## config.mk

```make
export PLATFORM = sky130hd
export DESIGN_NAME = univ_deser_rx
export DESIGN_NICKNAME = d
export VERILOG_FILES = /design/src/rtl/univ_deser_rx.sv
export SDC_FILE = /design/constraint.sdc
export NUM_CORES = 1
export LEC_CHECK = 0
export BUFFER_PORTS_ARGS = -buffer_cell sky130_fd_sc_hd__buf_2
export CORE_MARGIN = 2
export CORE_UTILIZATION = 40
export DETAILED_ROUTE_END_ITERATION = 8
export REMOVE_ABC_BUFFERS = 1
export SYNTH_ARGS = -nofsm -noshare
export SYNTH_HDL_FRONTEND = slang
export SYNTH_SLANG_ARGS = --single-unit
export TNS_END_PERCENT = 20
```

## constraint.sdc

```tcl
create_clock -name CK -period 2 [get_ports CK]
set_input_delay 0.1 -clock CK [delete_from_list [all_inputs] [get_ports CK]]
set_output_delay 0.1 -clock CK [all_outputs]
set_load 0.02 [all_outputs]
```

## src/rtl/univ_deser_rx.sv

```systemverilog
// -----------------------------------------------------------------------------
// univ_deser_rx
//
// Serial-to-parallel receiver: the receiving end of a universal shift
// register used as a serializer. One bit per SVLD/SRDY beat is assembled into a
// C_NUM_BITS-wide word, MSB-first (DIR=0) or LSB-first (DIR=1). Each finished
// word is presented on a registered output with a QVLD/QRDY handshake. A
// finished word that cannot be handed over yet is held in the shift register
// (state FULL), which gives double buffering.
//
// Ports
//   CK     in   clock, rising edge
//   R      in   asynchronous active-high reset
//   SDI    in   serial data bit
//   SVLD   in   serial bit valid
//   SRDY   out  receiver can accept a serial bit
//   DIR    in   0 = MSB-first, 1 = LSB-first (latched at the first beat of a frame)
//   ABORT  in   synchronous, discards the partial frame (and a buffered word)
//   Q      out  received word
//   QVLD   out  Q holds an unread word
//   QRDY   in   consumer accepts Q
//   PERR   out  parity error flag for the word in Q
//
// Build option
//   UNIV_DESER_RX_PARITY_EN : each frame carries one extra even-parity bit
//                             after the data bits; PERR reports a mismatch.
//                             When undefined, PERR is constant 0.
// -----------------------------------------------------------------------------
module univ_deser_rx #(
  parameter int C_NUM_BITS = 24
) (
  input  logic                  CK,
  input  logic                  R,
  input  logic                  SDI,
  input  logic                  SVLD,
  output logic                  SRDY,
  input  logic                  DIR,
  input  logic                  ABORT,
  output logic [C_NUM_BITS-1:0] Q,
  output logic                  QVLD,
  input  logic                  QRDY,
  output logic                  PERR
);

  localparam int CNT_W = $clog2(C_NUM_BITS + 1);

`ifdef UNIV_DESER_RX_PARITY_EN
  localparam bit PARITY_EN = 1'b1;
`else
  localparam bit PARITY_EN = 1'b0;
`endif

  // Count value of the final beat of a frame (the parity beat when enabled).
  localparam logic [CNT_W-1:0] CNT_LAST = PARITY_EN ? CNT_W'(C_NUM_BITS)
                                                    : CNT_W'(C_NUM_BITS - 1);

  typedef enum logic {
    COLLECT = 1'b0,
    FULL    = 1'b1
  } state_t;

  function automatic logic [C_NUM_BITS-1:0] shift_in(
    input logic [C_NUM_BITS-1:0] cur,
    input logic                  b,
    input logic                  d
  );
    return d ? {b, cur[C_NUM_BITS-1:1]} : {cur[C_NUM_BITS-2:0], b};
  endfunction

  state_t                  state, state_n;
  logic [C_NUM_BITS-1:0]   sr, sr_n;
  logic [CNT_W-1:0]        cnt, cnt_n;
  logic                    dir_l, dir_l_n;
  logic [C_NUM_BITS-1:0]   q_n;
  logic                    qvld_n;
  logic                    perr_r, perr_n;
  // Running XOR of the bits of the current frame. While FULL it holds the
  // pending parity-error result of the buffered word.
  logic                    par, par_n;

  logic                    accept;
  logic                    pop;
  logic                    dir_eff;
  logic                    is_last;
  logic                    data_beat;
  logic [C_NUM_BITS-1:0]   word_done;
  logic                    perr_calc;

  assign SRDY      = (state == COLLECT);
  assign accept    = SVLD && SRDY;
  assign pop       = QVLD && QRDY;
  // The first beat of a frame already uses the freshly sampled direction.
  assign dir_eff   = (cnt == '0) ? DIR : dir_l;
  assign is_last   = (cnt == CNT_LAST);
  // The parity beat is never shifted into the word.
  assign data_beat = !(PARITY_EN && is_last);
  assign word_done = PARITY_EN ? sr : shift_in(sr, SDI, dir_eff);
  assign perr_calc = par ^ SDI;
  assign PERR      = PARITY_EN ? perr_r : 1'b0;

  always_ff @(posedge CK or posedge R) begin
    if (R) begin
      state <= COLLECT;
    end else begin
      state <= state_n;
    end
  end

  always_comb begin
    state_n = state;
    sr_n    = sr;
    cnt_n   = cnt;
    dir_l_n = dir_l;
    q_n     = Q;
    qvld_n  = QVLD;
    perr_n  = perr_r;
    par_n   = par;

    // A pop with no new word loaded empties the output; Q keeps its value.
    if (pop) begin
      qvld_n = 1'b0;
    end

    if (ABORT) begin
      // Beats in the same cycle are dropped; the output side is untouched.
      sr_n    = '0;
      cnt_n   = '0;
      par_n   = 1'b0;
      state_n = COLLECT;
    end else begin
      unique case (state)
        COLLECT: begin
          if (accept) begin
            if (cnt == '0) begin
              dir_l_n = DIR;
            end
            if (data_beat) begin
              sr_n  = shift_in(sr, SDI, dir_eff);
              par_n = par ^ SDI;
              cnt_n = cnt + CNT_W'(1);
            end
            if (is_last) begin
              if (!QVLD || pop) begin
                q_n    = word_done;
                qvld_n = 1'b1;
                perr_n = PARITY_EN ? perr_calc : 1'b0;
                cnt_n  = '0;
                par_n  = 1'b0;
              end else begin
                // Output still occupied: park the word in SR until popped.
                state_n = FULL;
                par_n   = perr_calc;
                cnt_n   = cnt;
              end
            end
          end
        end
        FULL: begin
          if (pop) begin
            q_n     = sr;
            qvld_n  = 1'b1;
            perr_n  = PARITY_EN ? par : 1'b0;
            cnt_n   = '0;
            par_n   = 1'b0;
            state_n = COLLECT;
          end
        end
        default: state_n = COLLECT;
      endcase
    end
  end

  always_ff @(posedge CK or posedge R) begin
    if (R) begin
      sr     <= '0;
      cnt    <= '0;
      dir_l  <= 1'b0;
      Q      <= '0;
      QVLD   <= 1'b0;
      perr_r <= 1'b0;
      par    <= 1'b0;
    end else begin
      sr     <= sr_n;
      cnt    <= cnt_n;
      dir_l  <= dir_l_n;
      Q      <= q_n;
      QVLD   <= qvld_n;
      perr_r <= perr_n;
      par    <= par_n;
    end
  end

endmodule

```

==> metrics.md, run 1 <==
| Metric | Value |
|---|---|
| Status | `finished with violations` |
| Failing checks | `negative setup slack` |
| Iteration-0 DRC Markers | `175` |
| Worst-path clk slew | `approximately 0.10 ns` |
| DRC Markers | `0` |
| Clock sinks | `56` |
| Final GP Congestion | `0.7442` |
| Worst setup SP type | `register` |
| Synth unique cells | `35` |
| Final WS setup | `-0.03556 ns` |
| Storage element area | `roughly 1400 µm²` |
| Clock tree buffer depth | `2` |
| Synth async-reset ratio | `100.0%` |
| Minimum clock period | `between 2 and 2.5 ns` |
| PD cells | `654.4 nW/µm²` |
| Vias in the first global route | `2202` |
| Die Ht | `87.76 µm` |
| Ant diodes | `0` |
| Die extent in x | `between 80 and 90 µm` |
| # fillers | `646` |
| EDFF count, synth | `0` |
| CTS tree | `done` |
| Fin Hold WS | `slightly below 0.009 ns` |
| Crit end category | `register` |
| Syn avg cell area | `10.39 µm²` |
| Largest net degree at the start of global routing | `57` |
| TNS Setup | `-0.04889 ns` |
| Starting Density | `41.31%` |
| Syn Inst Count | `270` |
| Post-synth top flop | `dfrtp_1` |
| Final Hold Viols | `0` |
| Area leader, netlist | `dfrtp_1` |
| Die area | `7702 µm²` |
| RR Startpoint | `cnt[1]$_DFFE_PP0P_` |
| Post-detail-place hpwl | `3.914 mm` |
| CP Launch Point | `cnt[1]$_DFFE_PP0P_` |
| Top cell type's share of synthesized area | `between 40% and 50%` |
| CTS Buf Count | `5` |
| Synth-to-layout area growth | `16.99%` |
| Critical Path AT | `between 2 and 2.5 ns` |
| Worst setup path class | `register to register` |
| CTS Root Cell | `clkbuf_8` |
| Hold Path Class | `input port to register` |
| RSZ-0062 raised after global routing | `true` |
| Worst Path Required | `roughly 2.2 ns` |
| Final Max Slew Viols | `0` |
| Routed len/inst | `between 15 and 20 µm` |
| Static Leak | `1.533 nW` |
| Post-route ant nets | `0` |
| Final period util | `101.8%` |
| Fin area | `approximately 3300 µm²` |
| Initial antenna violation count | `0` |
| Input/output buffers | `32` |
| Tot GR Track Use | `17.76%` |
| Mapped Area | `2806 µm²` |
| First-pass GRT wire length | `10.73 mm` |
| Min-Delay Startpoint | `QRDY` |
| Crit-path max FO | `24` |
| Most common cell in the netlist | `dfrtp_1` |
| Core area | `between 6000 and 7000 µm²` |
| Top cells by area, synth | `dfrtp_1 (50%), mux2i_1 (8.9%), o211ai_2 (8.9%)` |
| Sequential element share of the synthesized area | `49.93%` |
| Skew final | `0.006684 ns` |
| Reg2reg path depth | `8` |
| Clk Latency, worst-skew pair | `0.31 ns` |
| WHS Path Cells | `2` |
| Peak supply drop | `288.6 µV` |
| Achievable frequency | `0.4913 GHz` |
| Multi-input logic area | `1339 µm²` |
| IO Pins | `34` |
| Layout net count | `311` |
| Share of post-route cells with drive strength above 1 | `29.70%` |
| Htree depth | `2` |
| Via/cell ratio | `5.444` |
| Final setup violation count | `4` |
| First-pass detailed-route iteration total | `4` |
| Congestion Overflow GR | `0` |
| Row cnt | `30` |
| Yosys warnings | `0` |
| Via Count | `2172` |
| Seq cells post-synth | `56` |
| Placed cell areas | `around 3100 µm²` |
| Max capacitance violation total | `0` |
| Most frequent cells after synthesis | `dfrtp_1 (56), o21ai_0 (45), nand2_1 (30)` |
| Post-Route WL | `6.382 mm` |
[registers in the layout, indices dropped and copies added (netlist names)]
register	count
cnt	5
dir_l	1
Q	24
QVLD	1
sr	24
state	1
[worst max-delay path, stage by stage, from the launching register on]
cell,delay [ns]
dfrtp_1,0.41
inv_1,0.09
ha_1,0.15
nor4b_4,0.17
buf_4,0.16
mux2i_4,0.24
buf_12,0.25
mux2i_1,0.31
o21ai_0,0.13
[logic make-up (layout without fill, tap and decap cells)]
| family | after synthesis | in the layout | share of synthesized area, % |
|---|---|---|---|
| other cells | 1 | 1 | 0.1336 |
| fa+ha+maj | 2 | 2 | 0.8915 |
| compound gates | 83 | 83 | 21.98 |
| mux | 27 | 27 | 9.808 |
| buf+inv | 28 | 61 | 4.681 |
| flops | 56 | 56 | 49.93 |
| simple gates | 73 | 73 | 12.57 |
[stage by stage]
step | total power [mW] | instances | utilization [%] | worst slack, ns
final | 2.148 | 399 | 48.32 | -0.03556
after global routing | 2.241 | 399 | 48.32 | -0.1528
after CTS | 2.146 | 399 | 47.68 | -0.01411
after detailed placement | 1.515 | 390 | 46.13 | -0.01200
after global placement | 1.510 | 390 | 46.13 | 0.05375
after floorplan | 1.406 | 248 | - | -0.7133
[routing by layer]
metal	GRT usage, %	vias to the layer above	part of all wire, %	wire [µm]
met5	0	-	0	0
met4	4.056	0	0.86	55
met3	3.864	5	4.0	256
met2	30.17	44	48	3047
met1	23.33	1088	47	3023
li1	-	1035	-	-
[power by group]
| part | internal, mW | leakage (nW) | total, mW | switching (mW) |
|---|---|---|---|---|
| clock network | 0.246 | 0.0479 | 0.627 | 0.381 |
| logic | 0.158 | 0.708 | 0.347 | 0.189 |
| registers | 1.15 | 0.778 | 1.17 | 0.0224 |
| total | 1.56 | 1.53 | 2.15 | 0.592 |
[repair_timing]
item / in CTS / in global routing
hold endpoints to repair: 56 / 0
hold buffers: 1 / 0
resized for setup: 2 / 10
pin swaps: 0 / 0
endpoints found under the setup margin: 10 / 48
buffers inserted: 0 / 0
[cell usage in the layout, fill, tap and decap left out, drive strengths merged, types with 2 or more instances in the layout]
cell and instances:
clkinv 3, nand3 27, nor2 3, nor2b 2, o21ai 49, dfrtp 56, o211ai 24, o2bb2ai 2
ha 2, nor3 3, a221oi 2, buf 46, nand3b 2, mux2i 26, nand2 30, clkbuf 5
inv 6
[area by class of cell]
cell class              instances  area share, %
well taps                      96          3.659
multi-input cells             186          40.78
clock inverters                 3         0.5716
repair buffers                 47          9.527
clock buffers                   5          2.096
flip-flops and latches         56          42.68
inverters                       6         0.6860
[final timing paths]
kind / end / slack [ns]
setup / recovery: sr[21]$_DFFE_PP0P_ / -0.04
hold / removal: state$_DFF_PP0_ / 0.009
setup reg to reg: sr[21]$_DFFE_PP0P_ / -0.04
hold reg to reg: sr[0]$_DFFE_PP0P_ / 0.53
max in group asynchronous: cnt[3]$_DFFE_PP0P_ / 1.37
min in group asynchronous: Q[18]$_DFFE_PP0P_ / 0.36
Note: power is estimated with default switching activity, not from simulation.
==> inputs of run 2 (changes only) <==
Settings changed: SKIP_CTS_REPAIR_TIMING set to 1, TNS_END_PERCENT 20 to not set.
==> metrics.md, run 2 (synthesis gave the netlist of run 1 again) <==
| Metric | Value |
|---|---|
| Worst Path Required | `2.19 ns (about the same)` |
| Skew final | `0.006611 ns (-0.00007352 ns)` |
| Reg2reg path depth | `8 (unchanged)` |
| Via Count | `2125 (-2.2%)` |
| Worst setup path class | `register to register` |
| DRC Markers | `0 (unchanged)` |
| Final GP Congestion | `0.7442 (unchanged)` |
| Routed len/inst | `15.85 µm (-0.89%)` |
| CP Launch Point | `cnt[1]$_DFFE_PP0P_` |
| Post-Route WL | `6.325 mm (-0.89%)` |
| Status | `finished with violations` |
| Max capacitance violation total | `0 (unchanged)` |
| Placed Cells | `390 (unchanged)` |
| Die Ht | `87.76 µm (unchanged)` |
| Layout net count | `311 (unchanged)` |
| Achievable frequency | `0.4943 GHz (+0.61%)` |
| Failing checks | `negative setup slack` |
| Iteration-0 DRC Markers | `138 (-21%)` |
| CTS Buf Count | `5 (unchanged)` |
| Most frequent cells in the layout | `dfrtp_1 (56), o21ai_0 (45), buf_2 (32), nand2_1 (30), nand3_1 (27)` |
| CTS tree | `done` |
| Final Max Slew Viols | `0 (unchanged)` |
| Final Hold Viols | `0 (unchanged)` |
| Reg2Reg Setup Slack | `-0.02 ns (about the same)` |
| CP max stage delay | `0.41 ns (about the same)` |
| Worst-path clk slew | `0.10 ns (about the same)` |
| Setup crit end | `sr[21]$_DFFE_PP0P_` |
| Top flop regs | `Q (24), sr (24), cnt (5)` |
| CTS Root Cell | `clkbuf_8` |
| Critical path depth | `8 (unchanged)` |
| Final WS setup | `-0.02323 ns (+0.01233 ns)` |
| Crit end category | `register` |
| RSZ-0062 raised after global routing | `true` |
| Core area | `6794 µm² (unchanged)` |
| Tot GR Track Use | `17.72% (-0.043 points)` |
| Synth-to-layout area growth | `16.45%` |
| Static Leak | `1.540 nW (+0.44%)` |
| Congestion Overflow GR | `0 (unchanged)` |
| Share of post-route cells with drive strength above 1 | `28.38% (-1.3 points)` |
| Final period util | `101.2% (-0.62 points)` |
| # fillers | `647 (+0.15%)` |
| Peak supply drop | `288.0 µV (-0.18%)` |
| Clock tree buffer depth | `2 (unchanged)` |
| Vias in the first global route | `2192 (-0.45%)` |
| Multi-input logic area | `1324 µm² (-1.1%)` |
| Reg2reg end | `sr[21]$_DFFE_PP0P_` |
| Minimum clock period | `2.023 ns (-0.01233 ns)` |
| Clock sinks | `56 (unchanged)` |
| Row cnt | `30 (unchanged)` |
| CP max-delay cell | `dfrtp_1` |
| Input/output buffers | `32 (unchanged)` |
| Non-filler instance count after layout | `399 (unchanged)` |
| PD cells | `655.1 nW/µm² (+0.11%)` |
| Clk Latency, worst-skew pair | `0.31 ns (about the same)` |
| Hold Path Class | `input port to register` |
| Storage element area | `1401 µm² (unchanged)` |
| Critical Path, Cell by Cell | `inv_1 -> ha_1 -> nor4b_4 -> buf_4 -> mux2i_4 -> buf_12 -> mux2i_1 -> o21ai_0` |
| First-pass detailed-route iteration total | `4 (unchanged)` |
| IO Pins | `34 (unchanged)` |
| Via/cell ratio | `5.326 (-2.2%)` |
| CP bufs+invs | `3 (unchanged)` |
| DP Worst Slack | `-0.01200 ns (unchanged)` |
| Post-detail-place hpwl | `3.914 mm (unchanged)` |
| Htree depth | `2 (unchanged)` |
| RR Startpoint | `cnt[1]$_DFFE_PP0P_` |
| First-pass GRT wire length | `10.72 mm (about the same)` |
| CP delay by family, top | `multiplexers` |
| Crit-path max FO | `24 (unchanged)` |
| Final setup violation count | `3 (-1)` |
| Ant diodes | `0 (unchanged)` |
| Commonest non-fill, non-tap cell in the layout | `dfrtp_1` |
| Initial antenna violation count | `0 (unchanged)` |
| Die area | `7702 µm² (unchanged)` |
| Worst setup SP type | `register` |
| Post-route ant nets | `0 (unchanged)` |
| Starting Density | `41.31% (unchanged)` |
| Total power draw | `2.141 mW (-0.35%)` |
| Largest net degree at the start of global routing | `57 (unchanged)` |
| Die extent in x | `87.76 µm (unchanged)` |
| Critical Path AT | `2.21 ns (about the same)` |
-- run 2: how the worst min path moves through the flow --
stage | endpoint | from | cells after the start
2_1_floorplan | state$_DFF_PP0_ | ABORT | 1
3_3_place_gp | Q[18]$_DFFE_PP0P_ | R | 3
3_5_place_dp | Q[19]$_DFFE_PP0P_ | R | 3
4_1_cts | Q[19]$_DFFE_PP0P_ | R | 3
5_1_grt | state$_DFF_PP0_ | QRDY | 2
6_report | state$_DFF_PP0_ | QRDY | 2
-- run 2: final cells by class --
type / count / area share, %
sequential: 56 / 42.88
multi-input combinational: 186 / 40.51
timing repair buffer: 47 / 9.571
tap: 96 / 3.675
clock buffer: 5 / 2.106
inverter: 6 / 0.6891
clock inverter: 3 / 0.5743
-- run 2: per-layer routing --
layer,global-route usage (%),wire length (µm),vias up
met4,3.776,55,0
li1,-,-,1036
met2,30.37,3020,32
met1,23.14,3013,1052
met5,0,0,-
met3,3.864,236,5
-- run 2: metrics by stage --
step	hold WS [ns]	util (%)	TNS (ns)	cell area (µm²)
6_report	0.009720	48.10	-0.02748	3268
5_1_grt	0.01594	48.10	-3.480	3268
4_1_cts	-0.1616	47.42	-0.1058	3222
3_5_place_dp	0.1837	46.13	-0.02597	3134
3_3_place_gp	0.1819	46.13	0	3134
2_1_floorplan	0.1726	-	-33.50	2698
-- run 2: report_power, final --
group	internal (mW)	switching [mW]	total, mW	leakage [nW]
registers	1.15	0.0224	1.17	0.778
clock network	0.246	0.381	0.626	0.0479
logic	0.156	0.185	0.340	0.715
total	1.55	0.588	2.14	1.54
==> inputs of run 3 (changes only) <==
Settings changed: SETUP_SLACK_MARGIN set to 0.2.
==> metrics.md, run 3 (synthesis gave the netlist of run 1 again) <==
| Metric | Value |
|---|---|
| DP Worst Slack | `-0.01200 ns (unchanged)` |
| CP max stage delay | `0.41 ns (about the same)` |
| NetSw | `0.5961 mW (+1.4%)` |
| IO Pins | `34 (unchanged)` |
| WHS Path Cells | `2 (unchanged)` |
| Fin Hold WS | `0.01463 ns (+0.004907 ns)` |
| Clock tree buffer depth | `2 (unchanged)` |
| Die Ht | `87.76 µm (unchanged)` |
| Non-filler instance count after layout | `399 (unchanged)` |
| Status | `finished with violations` |
| Row cnt | `30 (unchanged)` |
| Placed Cells | `390 (unchanged)` |
| Static Leak | `1.543 nW (+0.20%)` |
| Starting Density | `41.31% (unchanged)` |
| Via Count | `2167 (+2.0%)` |
| Vias in the first global route | `2192 (unchanged)` |
| Internal power | `1.554 mW (about the same)` |
| Input/output buffers | `32 (unchanged)` |
| DRC Markers | `0 (unchanged)` |
| CTS Root Cell | `clkbuf_8` |
| Clock sinks | `56 (unchanged)` |
| Min-Delay Startpoint | `QRDY` |
| Worst setup SP type | `register` |
| Routed len/inst | `16.02 µm (+1.1%)` |
| Worst Path Required | `2.19 ns (about the same)` |
| Largest net degree at the start of global routing | `57 (unchanged)` |
| Share of post-route cells with drive strength above 1 | `29.37% (+0.99 points)` |
| Final GP Congestion | `0.7442 (unchanged)` |
| CTS tree | `done` |
| Total power draw | `2.151 mW (+0.45%)` |
| CTS Buf Count | `5 (unchanged)` |
| Placed cell areas | `3134 µm² (unchanged)` |
| Worst setup path class | `register to register` |
| Peak supply drop | `290.1 µV (+0.70%)` |
| Final Hold Viols | `0 (unchanged)` |
| Congestion Overflow GR | `0 (unchanged)` |
| Failing checks | `negative setup slack` |
| Reg2reg path depth | `8 (unchanged)` |
| Most frequent cells in the layout | `dfrtp_1 (56), o21ai_0 (45), buf_2 (32), nand2_1 (30), nand3_1 (27)` |
| Fin area | `3289 µm² (+0.65%)` |
| Hold Path Sink | `state$_DFF_PP0_` |
| First-pass detailed-route iteration total | `5 (+1)` |
| Tot GR Track Use | `17.72% (unchanged)` |
| Switching Share | `27.72% (+0.27 points)` |
| RSZ-0062 raised after global routing | `true` |
| Top flop regs | `Q (24), sr (24), cnt (5)` |
| Achievable frequency | `0.4920 GHz (-0.45%)` |
| Util after Layout | `48.42% (+0.31 points)` |
| Clk Latency, worst-skew pair | `0.31 ns (about the same)` |
| Iteration-0 DRC Markers | `141 (+2.2%)` |
| Crit-path max FO | `24 (unchanged)` |
| Worst-path clk slew | `0.10 ns (about the same)` |
| Final WS setup | `-0.03232 ns (-0.009089 ns)` |
| PD cells | `653.8 nW/µm² (-0.20%)` |
| Critical Path, Cell by Cell | `inv_1 -> ha_1 -> nor4b_4 -> buf_4 -> mux2i_4 -> buf_12 -> mux2i_1 -> o21ai_0` |
| Initial antenna violation count | `0 (unchanged)` |
| RR Startpoint | `cnt[1]$_DFFE_PP0P_` |
| Reg2reg end | `sr[21]$_DFFE_PP0P_` |
| Die extent in x | `87.76 µm (unchanged)` |
| Final period util | `101.6% (+0.45 points)` |
| Post-detail-place hpwl | `3.914 mm (unchanged)` |
| TNS Setup | `-0.05092 ns (-0.02344 ns)` |
| Reg2Reg Setup Slack | `-0.03 ns (about the same)` |
| Critical Path AT | `2.22 ns (about the same)` |
| Core area | `6794 µm² (unchanged)` |
| Hold Path Class | `input port to register` |
| Die area | `7702 µm² (unchanged)` |
| Post-Route WL | `6.393 mm (+1.1%)` |
| Synth-to-layout area growth | `17.21%` |
| CP delay by family, top | `multiplexers` |
| Post-route ant nets | `0 (unchanged)` |
| Comb power frac | `16.0% (about the same)` |
| Htree depth | `2 (unchanged)` |
| Final setup violation count | `5 (+2)` |
| Via/cell ratio | `5.431 (+2.0%)` |
| First-pass GRT wire length | `10.72 mm (unchanged)` |
| Minimum clock period | `2.032 ns (+0.009089 ns)` |
| Layout net count | `311 (unchanged)` |
| Final Max Slew Viols | `0 (unchanged)` |
| Crit end category | `register` |
| CP bufs+invs | `3 (unchanged)` |
| Sequential power share | `54.6% (-0.3 points)` |
| Max capacitance violation total | `0 (unchanged)` |
| Skew final | `0.004761 ns (-0.001850 ns)` |
| Power share of the clock group | `29.4% (about the same)` |
| Commonest non-fill, non-tap cell in the layout | `dfrtp_1` |
| Ant diodes | `0 (unchanged)` |
| CP max-delay cell | `dfrtp_1` |
-- run 3: cell counts in the layout (fill, tap and decap cells not counted) --
No cell type changed its count.
-- run 3: per-layer routing --
metal | vias to the layer above | GRT usage (%) | part of all wire [%] | routed length (µm)
li1 | 1038 | - | - | -
met1 | 1093 | 23.14 | 48 | 3049
met2 | 31 | 30.37 | 48 | 3086
met3 | 5 | 3.864 | 3.2 | 202
met4 | 0 | 3.776 | 0.86 | 55
met5 | - | 0 | 0 | 0
-- run 3: worst max path at each step --
stage	startpoint	to	slack, ns	cells past startpoint
CTS	cnt[1]$_DFFE_PP0P_	Q[12]$_DFFE_PP0P_	-0.03	8
global route	cnt[0]$_DFFE_PP0P_	sr[21]$_DFFE_PP0P_	-0.15	8
finish	cnt[1]$_DFFE_PP0P_	sr[21]$_DFFE_PP0P_	-0.03	8
detailed placement	cnt[1]$_DFFE_PP0P_	Q[12]$_DFFE_PP0P_	-0.01	8
global placement	cnt[0]$_DFFE_PP0P_	sr[16]$_DFFE_PP0P_	0.05	8
floorplan	cnt[0]$_DFFE_PP0P_	Q[7]$_DFFE_PP0P_	-0.71	6
-- run 3: layout make-up --
class / instances / area (µm²)
clock inverters: 3 / 18.77
repair buffers: 47 / 312.8
fillers: 643 / 3505
flip-flops and latches: 56 / 1401
well taps: 96 / 120.1
clock buffers: 5 / 68.82
multi-input cells: 186 / 1345
inverters: 6 / 22.52
-- run 3: worst reg2reg max path, cell delays in order, from the launching register on --
cell	delay, ns
dfrtp_1	0.41
inv_1	0.09
ha_1	0.15
nor4b_4	0.17
buf_4	0.16
mux2i_4	0.24
buf_12	0.23
mux2i_1	0.32
o21ai_0	0.13
-- run 3: power groups by stage --
stage	registers [mW]	logic, mW	clock network (mW)
CTS	1.17	0.320	0.648
detailed placement	1.20	0.320	0
global route	1.18	0.369	0.692
global placement	1.19	0.316	0
floorplan	1.19	0.216	0
finish	1.17	0.344	0.633
